### src/rtl/dmem_store_buffer.sv
// Data-memory responder for the M-stage port: a word RAM fronted by a FIFO store buffer.
// Stores retire into the buffer, drain to RAM on idle cycles, and loads forward from the youngest match.
module dmem_store_buffer #(
   parameter int DEPTH     = 4,
   parameter int ADDR_BITS = 6
) (
   input  logic                     clk,
   input  logic                     reset,
   input  logic                     memwriteM,
   input  logic                     rdenM,
   input  logic [31:0]              aluoutM,
   input  logic [31:0]              writedataM,
   output logic [31:0]              readdataM,
   output logic                     stallM,
   output logic [$clog2(DEPTH):0]   sb_count
);

   localparam int PW    = $clog2(DEPTH);
   localparam int CNT_W = PW + 1;

   typedef struct packed {
      logic [ADDR_BITS-1:0] idx;
      logic [31:0]          data;
   } entry_t;

   entry_t               sb_q  [DEPTH];
   logic [31:0]          ram_q [2**ADDR_BITS];
   logic [PW-1:0]        head_q, head_d;
   logic [PW-1:0]        tail_q, tail_d;
   logic [CNT_W-1:0]     count_q, count_d;
   logic                 full, enq, drain;
   logic [ADDR_BITS-1:0] word_idx;
   logic [PW-1:0]        slot;

   // Only the word-index bits of the byte address select storage.
   logic unused_addr_bits;
   assign unused_addr_bits = ^{aluoutM[31:ADDR_BITS+2], aluoutM[1:0]};
   assign word_idx         = aluoutM[ADDR_BITS+1:2];
   assign sb_count         = count_q;

   // NOTE: every variable written here gets a value on every path first, so no latch is inferred.
   always_comb begin
      full    = (count_q == CNT_W'(DEPTH));
      stallM  = memwriteM && full;
      enq     = !reset && memwriteM && !full;
      drain   = !reset && !memwriteM && !rdenM && (count_q != '0);
      head_d  = head_q;
      tail_d  = tail_q;
      count_d = count_q;
      if (enq) begin
         tail_d  = tail_q + PW'(1);
         count_d = count_q + CNT_W'(1);
      end
      if (drain) begin
         head_d  = head_q + PW'(1);
         count_d = count_q - CNT_W'(1);
      end
   end

   // Walk oldest to youngest so a later match overrides an earlier one.
   always_comb begin
      readdataM = ram_q[word_idx];
      slot      = head_q;
      for (int i = 0; i < DEPTH; i++) begin
         slot = head_q + PW'(i);
         if ((CNT_W'(i) < count_q) && (sb_q[slot].idx == word_idx)) begin
            readdataM = sb_q[slot].data;
         end
      end
   end

   // NOTE: sequential state uses non-blocking assignments so all flops see pre-edge values.
   always_ff @(posedge clk) begin
      if (reset) begin
         head_q  <= '0;
         tail_q  <= '0;
         count_q <= '0;
      end else begin
         head_q  <= head_d;
         tail_q  <= tail_d;
         count_q <= count_d;
      end
   end

   // NOTE: buffer slots and RAM carry no reset; slot validity comes from count_q and RAM must survive reset.
   always_ff @(posedge clk) begin
      if (enq) begin
         sb_q[tail_q] <= '{idx: word_idx, data: writedataM};
      end
      if (drain) begin
         ram_q[sb_q[head_q].idx] <= sb_q[head_q].data;
      end
   end

endmodule

### config.mk
export PLATFORM = sky130hd
export DESIGN_NAME = dmem_store_buffer
export DESIGN_NICKNAME = d
export VERILOG_FILES = /design/src/rtl/dmem_store_buffer.sv
export SDC_FILE = /design/constraint.sdc
export NUM_CORES = 2
export LEC_CHECK = 0
export BUFFER_PORTS_ARGS = -buffer_cell sky130_fd_sc_hd__buf_4
export CAP_MARGIN = 30
export CORE_AREA = 8 8 384 480
export CTS_CLUSTER_DIAMETER = 120
export DETAILED_ROUTE_END_ITERATION = 8
export DIE_AREA = 0 0 392 488
export PLACE_DENSITY = 0.66
export SLEW_MARGIN = 20
export SYNTH_ARGS = -nofsm -noshare
export SYNTH_HDL_FRONTEND = slang
export SYNTH_SLANG_ARGS = --single-unit
### constraint.sdc
create_clock -name clk -period 4.6 [get_ports clk]
set_input_delay 0.46 -clock clk [delete_from_list [all_inputs] [get_ports clk]]
set_output_delay 0.46 -clock clk [all_outputs]
set_load 0.03 [all_outputs]
Yosys cells after proc, flatten, opt, wreduce, memory -nomap -nowiden. Memory sizes are Yosys's and may differ from the RTL's. A register that Yosys moved wholly into a read port is not among the register bits. Cells that the tools add are included.

Bits of input ports: 68. Output and inout port bits: 36. Memories kept: 2. Logic and storage cells: 48. Register bits after elaboration: 7. Memory bits (writable): 2200. Bits in read-only memories: 0. Bits in latches: 0.

Memories: ram_q (words 64, bits a word 32, read ports 1, clocked after Yosys merged registers in 0, write ports 1, line 27) `logic [31:0] ram_q [2**ADDR_BITS];`; sb_q (words 4, bits a word 38, read ports 4, clocked after Yosys merged registers in 1, write ports 1, line 26) `entry_t sb_q [DEPTH];`.

$add $sub $neg: 6. Shifts and indexed selects: 0. Magnitude comparators: 4. Multipliers: 0. Bitwise gates (word level): 0. Reduce and logical (&&, ||, !) cells: 16. Muxes and demuxes: 12. Equality and inequality tests: 5. Divide/modulo/power cells: 0.

Operators with widths (number): two-way mux 32 bit (4); == test 6 bit (4); logical AND 1 bit (10); less-than comparator 1 x 3 -> 1 bit (first input constant) (2); less-than comparator 2 x 3 -> 1 bit (first input constant) (2); two-way mux 3 bit (2); adder 2 x 1 -> 2 bit (second input constant) (2); adder 2 bit (second input constant) (2); zero test 1 bit (4); two-way mux 1 bit (4); two-way mux 2 bit (2); adder 3 x 1 -> 3 bit (second input constant) (1); == test 3 bit (second input constant) (1); nonzero test 3 bit (1); subtractor 3 x 1 -> 3 bit (second input constant) (1); nonzero test 2 bit (1).

Logic depth before layout (Yosys ltp). An unclocked memory read counts as a cell.

Word-level depth: 7. Mapped depth: 12. Depth with buffers taken out: 8.

Worst setup path after synthesis. OpenSTA, ideal clock, no wires.

Path type: flip-flop to flip-flop. Start: reg count_q[0] (netlist: sb_count[0]). End: mem ram_q[24][0] (enable). Path slack: 159 ps. Cell stages (with the launch flop): 7. Arrival time: 4020 ps. Path through: dfxtp_1 inv_1 ha_1 a2111oi_0 nor2b_1 nand2_1 nor2_1.

Cells in the longest elaborated chain, start to end: 4.

RTL lines: start: declaration (line 30) `logic [CNT_W-1:0] count_q, count_d;`; start signal: assignment (line 81) `count_q <= count_d;`; nonzero test 3 bit (line 46) `drain = !reset && !memwriteM && !rdenM && (count_q != '0);`; logical AND 1 bit (line 46); two-way mux 1 bit (line 90) `if (drain) begin`; two-way mux 1 bit (implied by the code) (line 91) `ram_q[sb_q[head_q].idx] <= sb_q[head_q].data;`; end: declaration (line 27).

Every way passes these cells.

==> metrics.txt <==
FILL cells roughly 13000; clock sink total roughly 2200; M2 GR Usage around two fifths; commonest non-fill, non-tap cell in the layout edfxtp_1; Final GP Congestion approximately 0.79; met3 Use GR under 10%; Fin Hold WS 72.63 ps; Initial Util just under 50%; clock buffer depth 3; Die Area ~190000 sq um; WL/cell between 20 and 30 microns; Worst Path Max Fanout 13; clock tree root driver cell clkbuf_16; Final TNS setup 0 ps; final antenna-violating net count 0; Reg2Reg Setup Slack 810 ps; hpwl dp between 100000 and 150000 microns; met1 GRT Util between 20 and 30%; maximum VDD drop around 450 uV; area delta synth->final 13.33%; r2r startpoint sb_count[0]$_SDFFE_PP0P_; Ports around 100; Max Fclk between 200 and 250 MHz; Die Y slightly below 500 microns; Slew HR 31.42%; Post-synth EDFFs 2200; ys flop type edfxtp_1; skew final around 29 ps; Yosys cell types 54; clock slew at reported path FFs 60 ps; beginning of the worst hold path aluoutM[4]; status finished, final reports clean; Critical Path AT ~4000 ps; Warnings, synthesis 0; Iter 0 DRT Violations between 4000 and 5000; highest-count cells in the layout ignoring fill and taps 2200 x edfxtp_1, 640 x mux4_2, 265 x buf_4, 215 x a22oi_1, 198 x clkbuf_16; Mapped Cells between 4000 and 5000; net count reported at finish between 4000 and 5000; Avg Cell Area, Syn about 22 sq um; TritonCTS clock tree built; Vias around 43000; Slew Limit Fails 0; GR Overflow Total 0; Post-Syn Nets slightly above 4000; H-tree depth 4; 1st-pass router iterations 5; critical path capture point type primary output; clk_lat worst skew between 800 and 900 ps; Startpoint Class flop; total of max-cap violations 0; Post-synth ARST share 0%; RSZ-0062 raised after global routing no; Detailed Route WL 205100 microns; Port-buffer cells 77; Syn Std Cell Area about 88000 sq um; gr busiest metal met2; fin crit share between 90% and 100%; Least-Margin Pin Slew between 1000 and 1500 ps; post-layout util approximately 56%; final-report setup violation count 0; total CTS buffers roughly 190; Hold Fails Final Rpt 0; standard-cell rows approximately 170; DR DRC count 0; Die X about 400 microns; first-pass GRT wire length 299700 microns; vias in the first global route 44350; min-delay worst type input port to flop; Pwr Density around 410 nW/um^2; sequential-to-total area share from yosys stat roughly three quarters; post-synthesis register bit count ~2200; GRT Total Usage 21.27%; Req. time, crit path 4140 ps; share of layout cells above drive strength 1 ~29%; P_leak approximately 31 nW; Setup Crit Path Kind flop to primary output; initial antenna violation count 2; core box area between 150000 and 200000 sq um; final period demand of the worst path roughly 4500 ps; vias per inst approximately 6.2; largest net degree at the start of global routing around 120
-- through the flow --
| stage | total power [mW] | worst slack [ps] | cell area [sq um] | cells |
|---|---|---|---|---|
| 2_1_floorplan | 24.43 | 159.2 | 87700 | 4041 |
| 3_3_place_gp | 25.38 | 390.1 | 92940 | 6453 |
| 6_report | 40.55 | 107.6 | 99400 | 6846 |
| 3_5_place_dp | 25.43 | 394.9 | 92940 | 6453 |
| 4_1_cts | 40.78 | 0.9233 | 99370 | 6845 |
| 5_1_grt | 41.63 | 6.498 | 99400 | 6846 |
-- sequential cells by signal, indices dropped and copies added, names as in the netlist, named ones only --
| signal | flops |
|---|---|
| sb_count | 3 |
| tail_q | 2 |
| ram_q | 2048 |
| head_q | 2 |
| sb_q | 152 |
-- cells in the mapped netlist (2+ instances only) --
master,number,share of area [%]
edfxtp_1,2200,75
mux4_2,640,16
a22oi_1,215,1.8
nand2_1,167,0.71
clkbuf_1,129,0.55
nor2_1,97,0.42
mux2i_1,83,0.95
buf_1,82,0.35
o211ai_1,48,0.41
a21oi_1,45,0.26
buf_2,34,0.19
o21ai_0,33,0.19
inv_1,28,0.12
or3_1,26,0.19
xnor2_1,25,0.25
a21o_1,21,0.18
mux2_2,18,0.23
a221oi_1,17,0.17
nand3_1,17,0.097
nor2b_1,15,0.11
and2_1,12,0.086
dfxtp_1,9,0.21
ha_1,8,0.11
o22ai_1,8,0.057
a31oi_1,6,0.043
nand2b_1,6,0.043
o2111ai_1,6,0.060
a211oi_1,5,0.043
xor2_1,4,0.040
a41oi_1,3,0.030
and3_1,3,0.021
o221ai_1,3,0.030
a211o_1,2,0.020
a2bb2oi_1,2,0.020
buf_4,2,0.017
inv_2,2,0.0086
nor3_1,2,0.011
or4_1,2,0.017
-- path summary, 6_finish.rpt --
kind / to / depth (start not counted)
setup / recovery: readdataM[31] / 11
hold reg to reg: tail_q[0]$_SDFFE_PP0P_ / 2
setup reg to reg: ram_q[20][12]$_DFFE_PP_ / 8
hold / removal: sb_q[0][34]$_DFFE_PP_ / 1
-- worst max-delay path: stages, from the launching register on --
cell	delay (ps)
dfxtp_4	410
mux4_2	580
xnor2_1	170
or4_4	560
nor4_4	170
buf_6	180
buf_12	180
buf_4	200
a21oi_1	100
o211ai_1	240
o211ai_1	190
buf_4	230
-- repair_timing --
item                                    in CTS  in global routing
pin swaps                                    2                  5
hold buffers                                33                  0
cloned                                       1                  0
resized for setup                            3                  5
buffers inserted                            11                  0
endpoints found under the hold margin      137                  0
endpoints found under the setup margin      32                 17
-- kinds of logic (layout without fill, tap and decap cells) --
group | after synthesis | count (layout) | synth area share [%]
buf+inv | 277 | 719 | 1.243
fa+ha+maj | 8 | 8 | 0.1141
mux | 741 | 741 | 17.61
other cells | 0 | 1 | 0
compound gates | 424 | 424 | 3.447
xor+xnor | 29 | 29 | 0.2896
simple gates | 353 | 353 | 1.763
flops | 2209 | 2209 | 75.53
-- layout make-up --
| class | count | area (sq um) | area share (%) |
|---|---|---|---|
| clock buffer | 252 | 5207 | 5.239 |
| multi-input combinational | 1555 | 20920 | 21.05 |
| inverter | 30 | 112.6 | 0.1133 |
| antenna | 1 | 2.502 | 0.002518 |
| sequential | 2209 | 66260 | 66.66 |
| clock inverter | 95 | 755.7 | 0.7603 |
| timing repair buffer | 342 | 3186 | 3.205 |
| tap | 2362 | 2955 | 2.973 |
-- routing by layer --
layer | share of wire, % | vias to the layer above | routed length [microns]
li1 | - | 17740 | -
met1 | 39 | 23220 | 79870
met2 | 53 | 1569 | 108700
met3 | 6.3 | 253 | 12870
met4 | 1.8 | 2 | 3590
met5 | 0.0034 | - | 7
-- where the power goes --
| part | switching [mW] | leakage (nW) | internal (mW) |
|---|---|---|---|
| combinational | 1.64 | 8.19 | 0.959 |
| clock | 6.91 | 2.93 | 8.61 |
| sequential | 0.0459 | 19.9 | 22.4 |
| total | 8.59 | 31.0 | 32.0 |
No activity file was read; power rests on OpenSTA's default activity.
